<file path="config.mk">
export PLATFORM = sky130hd
export DESIGN_NAME = alu_arbiter_flat
export DESIGN_NICKNAME = d
export VERILOG_FILES = /design/src/rtl/alu_arbiter_if.sv /design/src/rtl/alu_arbiter.sv /design/src/flat_wrapper.sv
export SDC_FILE = /design/constraint.sdc
export NUM_CORES = 1
export LEC_CHECK = 0
export ABC_AREA = 1
export BUFFER_PORTS_ARGS = -buffer_cell sky130_fd_sc_hd__buf_4
export CAP_MARGIN = 20
export CORE_AREA = 2 2 135 97
export CTS_CLUSTER_DIAMETER = 60
export DETAILED_ROUTE_END_ITERATION = 16
export DIE_AREA = 0 0 137 99
export PLACE_DENSITY_LB_ADDON = 0.08
export SLEW_MARGIN = 40
export SYNTH_ARGS = -nofsm -noshare
export SYNTH_HDL_FRONTEND = slang
export SYNTH_SLANG_ARGS = --single-unit
export TNS_END_PERCENT = 50
</file>
<file path="constraint.sdc">
create_clock -name clk -period 1.4 [get_ports clk]
set_input_delay 0.07 -clock clk [delete_from_list [all_inputs] [get_ports clk]]
set_output_delay 0.07 -clock clk [all_outputs]
set_load 0.02 [all_outputs]
</file>
<file path="src/rtl/alu_arbiter_if.sv">
// Request/ALU/response bundle for alu_arbiter. master = requesters, ALU and response
// consumer side; slave = the arbiter.
interface alu_arbiter_if #(
  parameter int WIDTH = 32,
  parameter int NREQ  = 2
);
  localparam int IDW = (NREQ > 1) ? $clog2(NREQ) : 1;

  logic [NREQ-1:0]       req_valid;
  logic [NREQ-1:0]       req_ready;
  logic [NREQ*WIDTH-1:0] req_opa;
  logic [NREQ*WIDTH-1:0] req_opb;
  logic [NREQ*4-1:0]     req_op;
  logic [WIDTH-1:0]      alu_opa;
  logic [WIDTH-1:0]      alu_opb;
  logic [3:0]            alu_opcode;
  logic [WIDTH-1:0]      alu_result;
  logic                  alu_zero;
  logic                  rsp_valid;
  logic                  rsp_ready;
  logic [IDW-1:0]        rsp_id;
  logic [WIDTH-1:0]      rsp_result;
  logic                  rsp_zero;
  logic                  rsp_err;
  logic                  busy;

  modport master (
    output req_valid, req_opa, req_opb, req_op, alu_result, alu_zero, rsp_ready,
    input  req_ready, alu_opa, alu_opb, alu_opcode, rsp_valid, rsp_id,
           rsp_result, rsp_zero, rsp_err, busy
  );

  modport slave (
    input  req_valid, req_opa, req_opb, req_op, alu_result, alu_zero, rsp_ready,
    output req_ready, alu_opa, alu_opb, alu_opcode, rsp_valid, rsp_id,
           rsp_result, rsp_zero, rsp_err, busy
  );
endinterface

</file>
<file path="src/rtl/alu_arbiter.sv">
// Round-robin sharing of one combinational ALU between NREQ requesters;
// one operation in flight: IDLE (grant) -> EXEC (ALU settles) -> RESP (hold result).
module alu_arbiter #(
  parameter int WIDTH = 32,
  parameter int NREQ  = 2
) (
  input  logic         clk,
  input  logic         rst_n,
  alu_arbiter_if.slave bus
);
  localparam int IDW = (NREQ > 1) ? $clog2(NREQ) : 1;
  localparam int SHW = $clog2(WIDTH);

  typedef enum logic [1:0] {IDLE = 2'd0, EXEC = 2'd1, RESP = 2'd2} state_t;

  state_t           state_q, state_d;
  logic [IDW-1:0]   last_q, last_d, id_q, id_d;
  logic [IDW-1:0]   gnt, idx;
  logic             gnt_vld;
  logic [WIDTH-1:0] opa_q, opa_d, opb_q, opb_d, res_q, res_d;
  logic [WIDTH-1:0] sel_a, sel_b;
  logic [3:0]       op_q, op_d, sel_op;
  logic             zero_q, zero_d, err_q, err_d;

  function automatic logic op_legal(input logic [3:0] op);
    return !op[3] && (op != 4'b0110);
  endfunction

  function automatic logic op_shift(input logic [3:0] op);
    return (op == 4'b0101) || (op == 4'b0111);
  endfunction

  // First valid requester starting just after the last winner.
  always_comb begin
    gnt     = '0;
    gnt_vld = 1'b0;
    idx     = '0;
    for (int k = 1; k <= NREQ; k++) begin
      idx = IDW'((int'(last_q) + k) % NREQ);
      if (!gnt_vld && bus.req_valid[idx]) begin
        gnt     = idx;
        gnt_vld = 1'b1;
      end
    end
  end

  assign sel_a  = bus.req_opa[int'(gnt)*WIDTH +: WIDTH];
  assign sel_b  = bus.req_opb[int'(gnt)*WIDTH +: WIDTH];
  assign sel_op = bus.req_op[int'(gnt)*4 +: 4];

  always_comb begin
    bus.req_ready = '0;
    if (state_q == IDLE && gnt_vld) bus.req_ready[gnt] = 1'b1;
  end

  always_comb begin
    state_d = state_q;
    last_d  = last_q;
    id_d    = id_q;
    opa_d   = opa_q;
    opb_d   = opb_q;
    op_d    = op_q;
    res_d   = res_q;
    zero_d  = zero_q;
    err_d   = err_q;
    case (state_q)
      IDLE: if (gnt_vld) begin
        state_d = EXEC;
        last_d  = gnt;
        id_d    = gnt;
        opa_d   = sel_a;
        op_d    = sel_op;
        opb_d   = sel_b;
        if (op_shift(sel_op)) begin
          opb_d            = '0;
          opb_d[SHW-1:0]   = sel_b[SHW-1:0];
        end
      end
      EXEC: begin
        state_d = RESP;
        // Illegal opcodes never trust the ALU output.
        if (op_legal(op_q)) begin
          res_d  = bus.alu_result;
          zero_d = bus.alu_zero;
          err_d  = 1'b0;
        end else begin
          res_d  = '0;
          zero_d = 1'b1;
          err_d  = 1'b1;
        end
      end
      RESP: if (bus.rsp_ready) state_d = IDLE;
      default: state_d = IDLE;
    endcase
  end

  always_ff @(posedge clk or negedge rst_n) begin
    if (!rst_n) begin
      state_q <= IDLE;
      last_q  <= IDW'(NREQ - 1);
      id_q    <= '0;
      opa_q   <= '0;
      opb_q   <= '0;
      op_q    <= '0;
      res_q   <= '0;
      zero_q  <= 1'b0;
      err_q   <= 1'b0;
    end else begin
      state_q <= state_d;
      last_q  <= last_d;
      id_q    <= id_d;
      opa_q   <= opa_d;
      opb_q   <= opb_d;
      op_q    <= op_d;
      res_q   <= res_d;
      zero_q  <= zero_d;
      err_q   <= err_d;
    end
  end

  assign bus.alu_opa    = opa_q;
  assign bus.alu_opb    = opb_q;
  assign bus.alu_opcode = op_q;
  assign bus.rsp_valid  = (state_q == RESP);
  assign bus.rsp_id     = id_q;
  assign bus.rsp_result = res_q;
  assign bus.rsp_zero   = zero_q;
  assign bus.rsp_err    = err_q;
  assign bus.busy       = (state_q != IDLE);
endmodule

</file>
<file path="src/flat_wrapper.sv">
// flat-port wrapper written by rule: the top's interface ports become plain ports
module alu_arbiter_flat 
#(
  parameter int WIDTH = 32,
  parameter int NREQ  = 2
)
  (clk, rst_n, bus_req_valid, bus_req_opa, bus_req_opb, bus_req_op, bus_alu_result, bus_alu_zero, bus_rsp_ready, bus_req_ready, bus_alu_opa, bus_alu_opb, bus_alu_opcode, bus_rsp_valid, bus_rsp_id, bus_rsp_result, bus_rsp_zero, bus_rsp_err, bus_busy);
  alu_arbiter_if #(.WIDTH(WIDTH), .NREQ(NREQ)) bus_i ();
  input  logic clk;
  input  logic rst_n;
  input wire logic [$bits(bus_i.req_valid)-1:0] bus_req_valid;
  input wire logic [$bits(bus_i.req_opa)-1:0] bus_req_opa;
  input wire logic [$bits(bus_i.req_opb)-1:0] bus_req_opb;
  input wire logic [$bits(bus_i.req_op)-1:0] bus_req_op;
  input wire logic [$bits(bus_i.alu_result)-1:0] bus_alu_result;
  input wire logic [$bits(bus_i.alu_zero)-1:0] bus_alu_zero;
  input wire logic [$bits(bus_i.rsp_ready)-1:0] bus_rsp_ready;
  output wire logic [$bits(bus_i.req_ready)-1:0] bus_req_ready;
  output wire logic [$bits(bus_i.alu_opa)-1:0] bus_alu_opa;
  output wire logic [$bits(bus_i.alu_opb)-1:0] bus_alu_opb;
  output wire logic [$bits(bus_i.alu_opcode)-1:0] bus_alu_opcode;
  output wire logic [$bits(bus_i.rsp_valid)-1:0] bus_rsp_valid;
  output wire logic [$bits(bus_i.rsp_id)-1:0] bus_rsp_id;
  output wire logic [$bits(bus_i.rsp_result)-1:0] bus_rsp_result;
  output wire logic [$bits(bus_i.rsp_zero)-1:0] bus_rsp_zero;
  output wire logic [$bits(bus_i.rsp_err)-1:0] bus_rsp_err;
  output wire logic [$bits(bus_i.busy)-1:0] bus_busy;
  assign bus_i.req_valid = bus_req_valid;
  assign bus_i.req_opa = bus_req_opa;
  assign bus_i.req_opb = bus_req_opb;
  assign bus_i.req_op = bus_req_op;
  assign bus_i.alu_result = bus_alu_result;
  assign bus_i.alu_zero = bus_alu_zero;
  assign bus_i.rsp_ready = bus_rsp_ready;
  assign bus_req_ready = bus_i.req_ready;
  assign bus_alu_opa = bus_i.alu_opa;
  assign bus_alu_opb = bus_i.alu_opb;
  assign bus_alu_opcode = bus_i.alu_opcode;
  assign bus_rsp_valid = bus_i.rsp_valid;
  assign bus_rsp_id = bus_i.rsp_id;
  assign bus_rsp_result = bus_i.rsp_result;
  assign bus_rsp_zero = bus_i.rsp_zero;
  assign bus_rsp_err = bus_i.rsp_err;
  assign bus_busy = bus_i.busy;
  alu_arbiter #(.WIDTH(WIDTH), .NREQ(NREQ)) u_core (.clk(clk), .rst_n(rst_n), .bus(bus_i));
endmodule
</file>
==> summary by stage <==
Synthesis
The synthesized area divided by synthesized cell count is roughly 7.4 sq um. The number of flops mapped to enable cells by yosys is 0. The fraction of synthesis flops using an asynchronous set or reset pin is 1.00. The proportion of netlist area held by the largest area contributor is 0.545. When the netlist entered floorplanning its net count stood at 822. The number of distinct library cells after synthesis is 18.

In the synthesized netlist, the cells that appear most often are 359 x sky130_fd_sc_hd__nand2_1, 105 x sky130_fd_sc_hd__dfrtp_1, 60 x sky130_fd_sc_hd__nor2_1. After synthesis, the cell types taking the most area are sky130_fd_sc_hd__dfrtp_1 54%, sky130_fd_sc_hd__nand2_1 28%, sky130_fd_sc_hd__nor2_1 4.7%. The cell type with the highest aggregate area in the netlist is sky130_fd_sc_hd__dfrtp_1. After synthesis the netlist holds a flip-flop and latch count of 106. Yosys instantiated no cell more often than sky130_fd_sc_hd__nand2_1. The count of mapped cells out of synthesis is 648. The area of the mapped netlist is roughly 4800 sq um. The number of warning messages in the yosys log is 0.

In the synthesized netlist the dominant register cell turns out to be sky130_fd_sc_hd__dfrtp_1. The post-synthesis sequential area ratio is 0.550.

Routing
The first TritonRoute pass finished after 6 iterations. The remaining antenna violation count after routing is 0. The total wire length after detailed routing is between 15000 and 20000 um.

After detailed routing, the number of vias per cell comes to 4.77. After detailed routing, the number of remaining DRC violations is 0. The detailed router placed 5843 vias in this run.

The first routing iteration left 276 violations. In the final routed layout, each cell accounts on average for 15.8 um.

Global route
The overflow left after global routing is 0. Across every metal layer, demand over resource in global routing totals 0.274. The initial antenna violation count is 0.

The pin count of the biggest net entering global routing is 34. The first global-routing pass estimated 29000 um of wire. The number of global-route vias before repair is roughly 6.0k.

Layout
The sequential cells in the finished layout cover a total of 2650 sq um. The area growth from synthesis to layout is 90.5%. The repair_antennas step left the layout with diodes totalling 0. The post-layout net count is 1232. After filler insertion, the fill cell instance count of the layout stands at 870. The fraction of final layout cells with drive strength greater than 1 is 0.379.

The area of the multi-input gates is 2130 sq um.

Clocking
At the later pin of the worst-skew pair, clock insertion delay measures 0.34 ns. The number of buffers created by CTS is 9. The number of clock sinks is 106. The clock tree synthesis step divided the H-tree into 3 levels. The buffer cell driving the clock tree root is sky130_fd_sc_hd__clkbuf_16. Clock-pin slew was measured on the worst setup and hold paths at approximately 0.070 ns. TritonCTS built the clock tree. In this run the deepest clock path goes through 2 buffers.

Worst setup path
The worst setup path is of the reg2reg kind. The slowest cell on the critical path is sky130_fd_sc_hd__dfstp_2. Among the stages of the critical path, the cell type that occurs most often is sky130_fd_sc_hd__nand2_2. STA classifies the critical path endpoint as a register. The number of buffers and inverters on the critical path is 2. The family with the most delay on the worst path is flip-flops. The worst-case register-to-register setup slack is -0.13 ns. The maximum cell stage delay along the critical path is 0.54 ns. The worst path arrival time is 1.76 ns. At the worst endpoint, the required time is 1.63 ns. Walking the worst path, the cells encountered are nand2_2 -> nand2_4 -> buf_6 -> nand2_2 -> nand2_2 -> nand3_4 -> clkbuf_16 -> nand2_4 -> nand2_2. The type of origin of the critical path is a register. In this run the worst path has a maximum fanout of 7.

Min path
The path category of the worst min-delay check is in2reg.

Floorplanning
The die covers 13600 sq um. The height of the die is 99 um. After floorplanning, the core was sized to cover between 10000 and 15000 sq um. The initial cell density of the core is 0.394.

The total number of placement rows is 34. The horizontal die dimension is roughly 140 um. 281 I/O pins were placed.

Run
The max-capacitance violation count is 0.

STA
At the pin with the least slew margin, the transition time is 0.447 ns. For this run, the top clock speed supported by timing is ~650 MHz. The clock skew is around 0.011 ns. The count of pins over their slew limit was 0. Setup repair after global routing could not meet its margin everywhere.

The sum of negative setup slack is -3.19 ns. Setup slack on the critical path of the routed design comes to -0.128 ns. Dividing the final minimum period by the clock period gives 1.09. The relative max-transition margin is 0.702. The total of endpoints with negative setup slack in the final report is 43. The number of hold-slack violations in the final timing report is 0.

The shortest clock period the worst path allows after layout is 1.53 ns.

Power
In this run the power density over the cells is 1970 nW/um^2. The overall power of the completed layout is roughly 18000 uW. The maximum vdd ir drop is 1.20 mV. The leakage power is 0.00498 uW.

Outcome
The flow ran to the end, but the final reports show violations. The checks that failed: negative setup slack.

Place
The congestion estimate from routability-driven global placement came to 0.824. The HPWL after detailed placement is 11100 um. The number of port buffers is 280.
==> flip-flops by register name (all words and copies together) (netlist names) <==
name	cells
u_core.bus.alu_opa	32
u_core.bus.alu_opb	32
u_core.bus.rsp_result	32
u_core.bus.alu_opcode	4
u_core.state_q	2
u_core.bus.rsp_err	1
u_core.bus.rsp_id	1
u_core.bus.rsp_zero	1
u_core.last_q	1
==> worst register-to-register path, cell delays in order, from the launching register on <==
cell and delay (ns):
sky130_fd_sc_hd__dfstp_2 0.54, sky130_fd_sc_hd__nand2_2 0.07, sky130_fd_sc_hd__nand2_4 0.08, sky130_fd_sc_hd__buf_6 0.14, sky130_fd_sc_hd__nand2_2 0.06, sky130_fd_sc_hd__nand2_2 0.08, sky130_fd_sc_hd__nand3_4 0.14, sky130_fd_sc_hd__clkbuf_16 0.22
sky130_fd_sc_hd__nand2_4 0.06, sky130_fd_sc_hd__nand2_2 0.04
==> metrics by stage <==
step,util,std cells,hold WS (ns),worst slack [ns],area [sq um]
finish,0.750,1225,0.0863,-0.128,9190
global route,0.750,1225,0.100,-0.212,9190
CTS,0.718,1218,0.0477,-0.144,8800
detailed placement,0.593,1082,0.0402,-0.0539,7260
global placement,0.593,1082,0.0409,0.0198,7260
floorplan,-,648,-0.226,-0.0118,4830
==> what timing repair did <==
| item | in CTS | in global routing |
|---|---|---|
| cloned | 2 | 4 |
| hold endpoints to repair | 97 | 0 |
| setup endpoints to repair | 41 | 70 |
| pin swaps | 5 | 11 |
| gates resized for setup | 15 | 87 |
| hold buffers | 111 | 0 |
| buffers inserted | 9 | 4 |
==> final timing paths <==
check | start | end | cells after the start
setup / recovery | u_core.last_q$_DFFE_PN1N_ | u_core.bus.alu_opb[21]$_DFFE_PN0N_ | 9
hold / removal | bus_req_opb[51] | u_core.bus.alu_opb[19]$_DFFE_PN0N_ | 5
setup reg to reg | u_core.last_q$_DFFE_PN1N_ | u_core.bus.alu_opb[21]$_DFFE_PN0N_ | 9
hold reg to reg | u_core.last_q$_DFFE_PN1N_ | u_core.last_q$_DFFE_PN1N_ | 2
max in group asynchronous | rst_n | u_core.last_q$_DFFE_PN1N_ | 3
min in group asynchronous | rst_n | u_core.bus.alu_opa[7]$_DFFE_PN0N_ | 2
==> power by group <==
part / total, uW / switching, uW / internal, uW
clock: 2660 / 1160 / 1500
combinational: 10000 / 5740 / 4280
sequential: 5430 / 922 / 4510
==> cell type report <==
class | instances | area share
clock buffers | 11 | 0.0275
clock inverters | 5 | 0.00654
inverters | 38 | 0.0158
multi-input cells | 473 | 0.232
flip-flops and latches | 106 | 0.289
well taps | 162 | 0.0221
repair buffers | 430 | 0.407
==> placed cells by master (no fill, tap or decap) <==
cell                            synthesis  layout
sky130_fd_sc_hd__nand2_1              359     310
sky130_fd_sc_hd__buf_4                  1     296
sky130_fd_sc_hd__dlygate4sd3_1          0     111
sky130_fd_sc_hd__dfrtp_1              105     105
sky130_fd_sc_hd__nor2_1                60      53
sky130_fd_sc_hd__nand3_1               43      40
sky130_fd_sc_hd__inv_1                 36      35
sky130_fd_sc_hd__nand2_2                1      31
sky130_fd_sc_hd__nand2_4                0      19
sky130_fd_sc_hd__clkbuf_16              0      12
sky130_fd_sc_hd__buf_6                  2       8
sky130_fd_sc_hd__nor2_2                 1       7
sky130_fd_sc_hd__buf_12                 0       7
sky130_fd_sc_hd__nor2_4                 2       4
sky130_fd_sc_hd__buf_8                  0       3
sky130_fd_sc_hd__inv_2                  2       2
sky130_fd_sc_hd__nand3_2                0       2
sky130_fd_sc_hd__o21ai_0                3       2
sky130_fd_sc_hd__clkbuf_8               0       2
sky130_fd_sc_hd__inv_6                  0       2
sky130_fd_sc_hd__buf_16                 0       2
sky130_fd_sc_hd__inv_4                  0       1
sky130_fd_sc_hd__nand3b_1               1       1
sky130_fd_sc_hd__nand3_4                0       1
sky130_fd_sc_hd__o22a_1                 1       1
sky130_fd_sc_hd__o21ai_1                0       1
sky130_fd_sc_hd__a31oi_1                1       1
sky130_fd_sc_hd__bufinv_16              0       1
sky130_fd_sc_hd__clkinv_2               0       1
sky130_fd_sc_hd__clkinvlp_4             0       1
sky130_fd_sc_hd__dfstp_2                1       1
==> kinds of logic after synthesis <==
kind of cell    synth area share
flops                      0.550
buf+inv                   0.0638
compound gates           0.00623
simple gates               0.380
==> metal layers <==
layer	wire (um)	share of wire	GRT usage
met1	7260	0.37	0.312
met5	0	0	0
met3	1440	0.074	0.0792
met2	10000	0.52	0.488
met4	637	0.033	0.0960
Note: power is estimated with default switching activity, not from simulation.
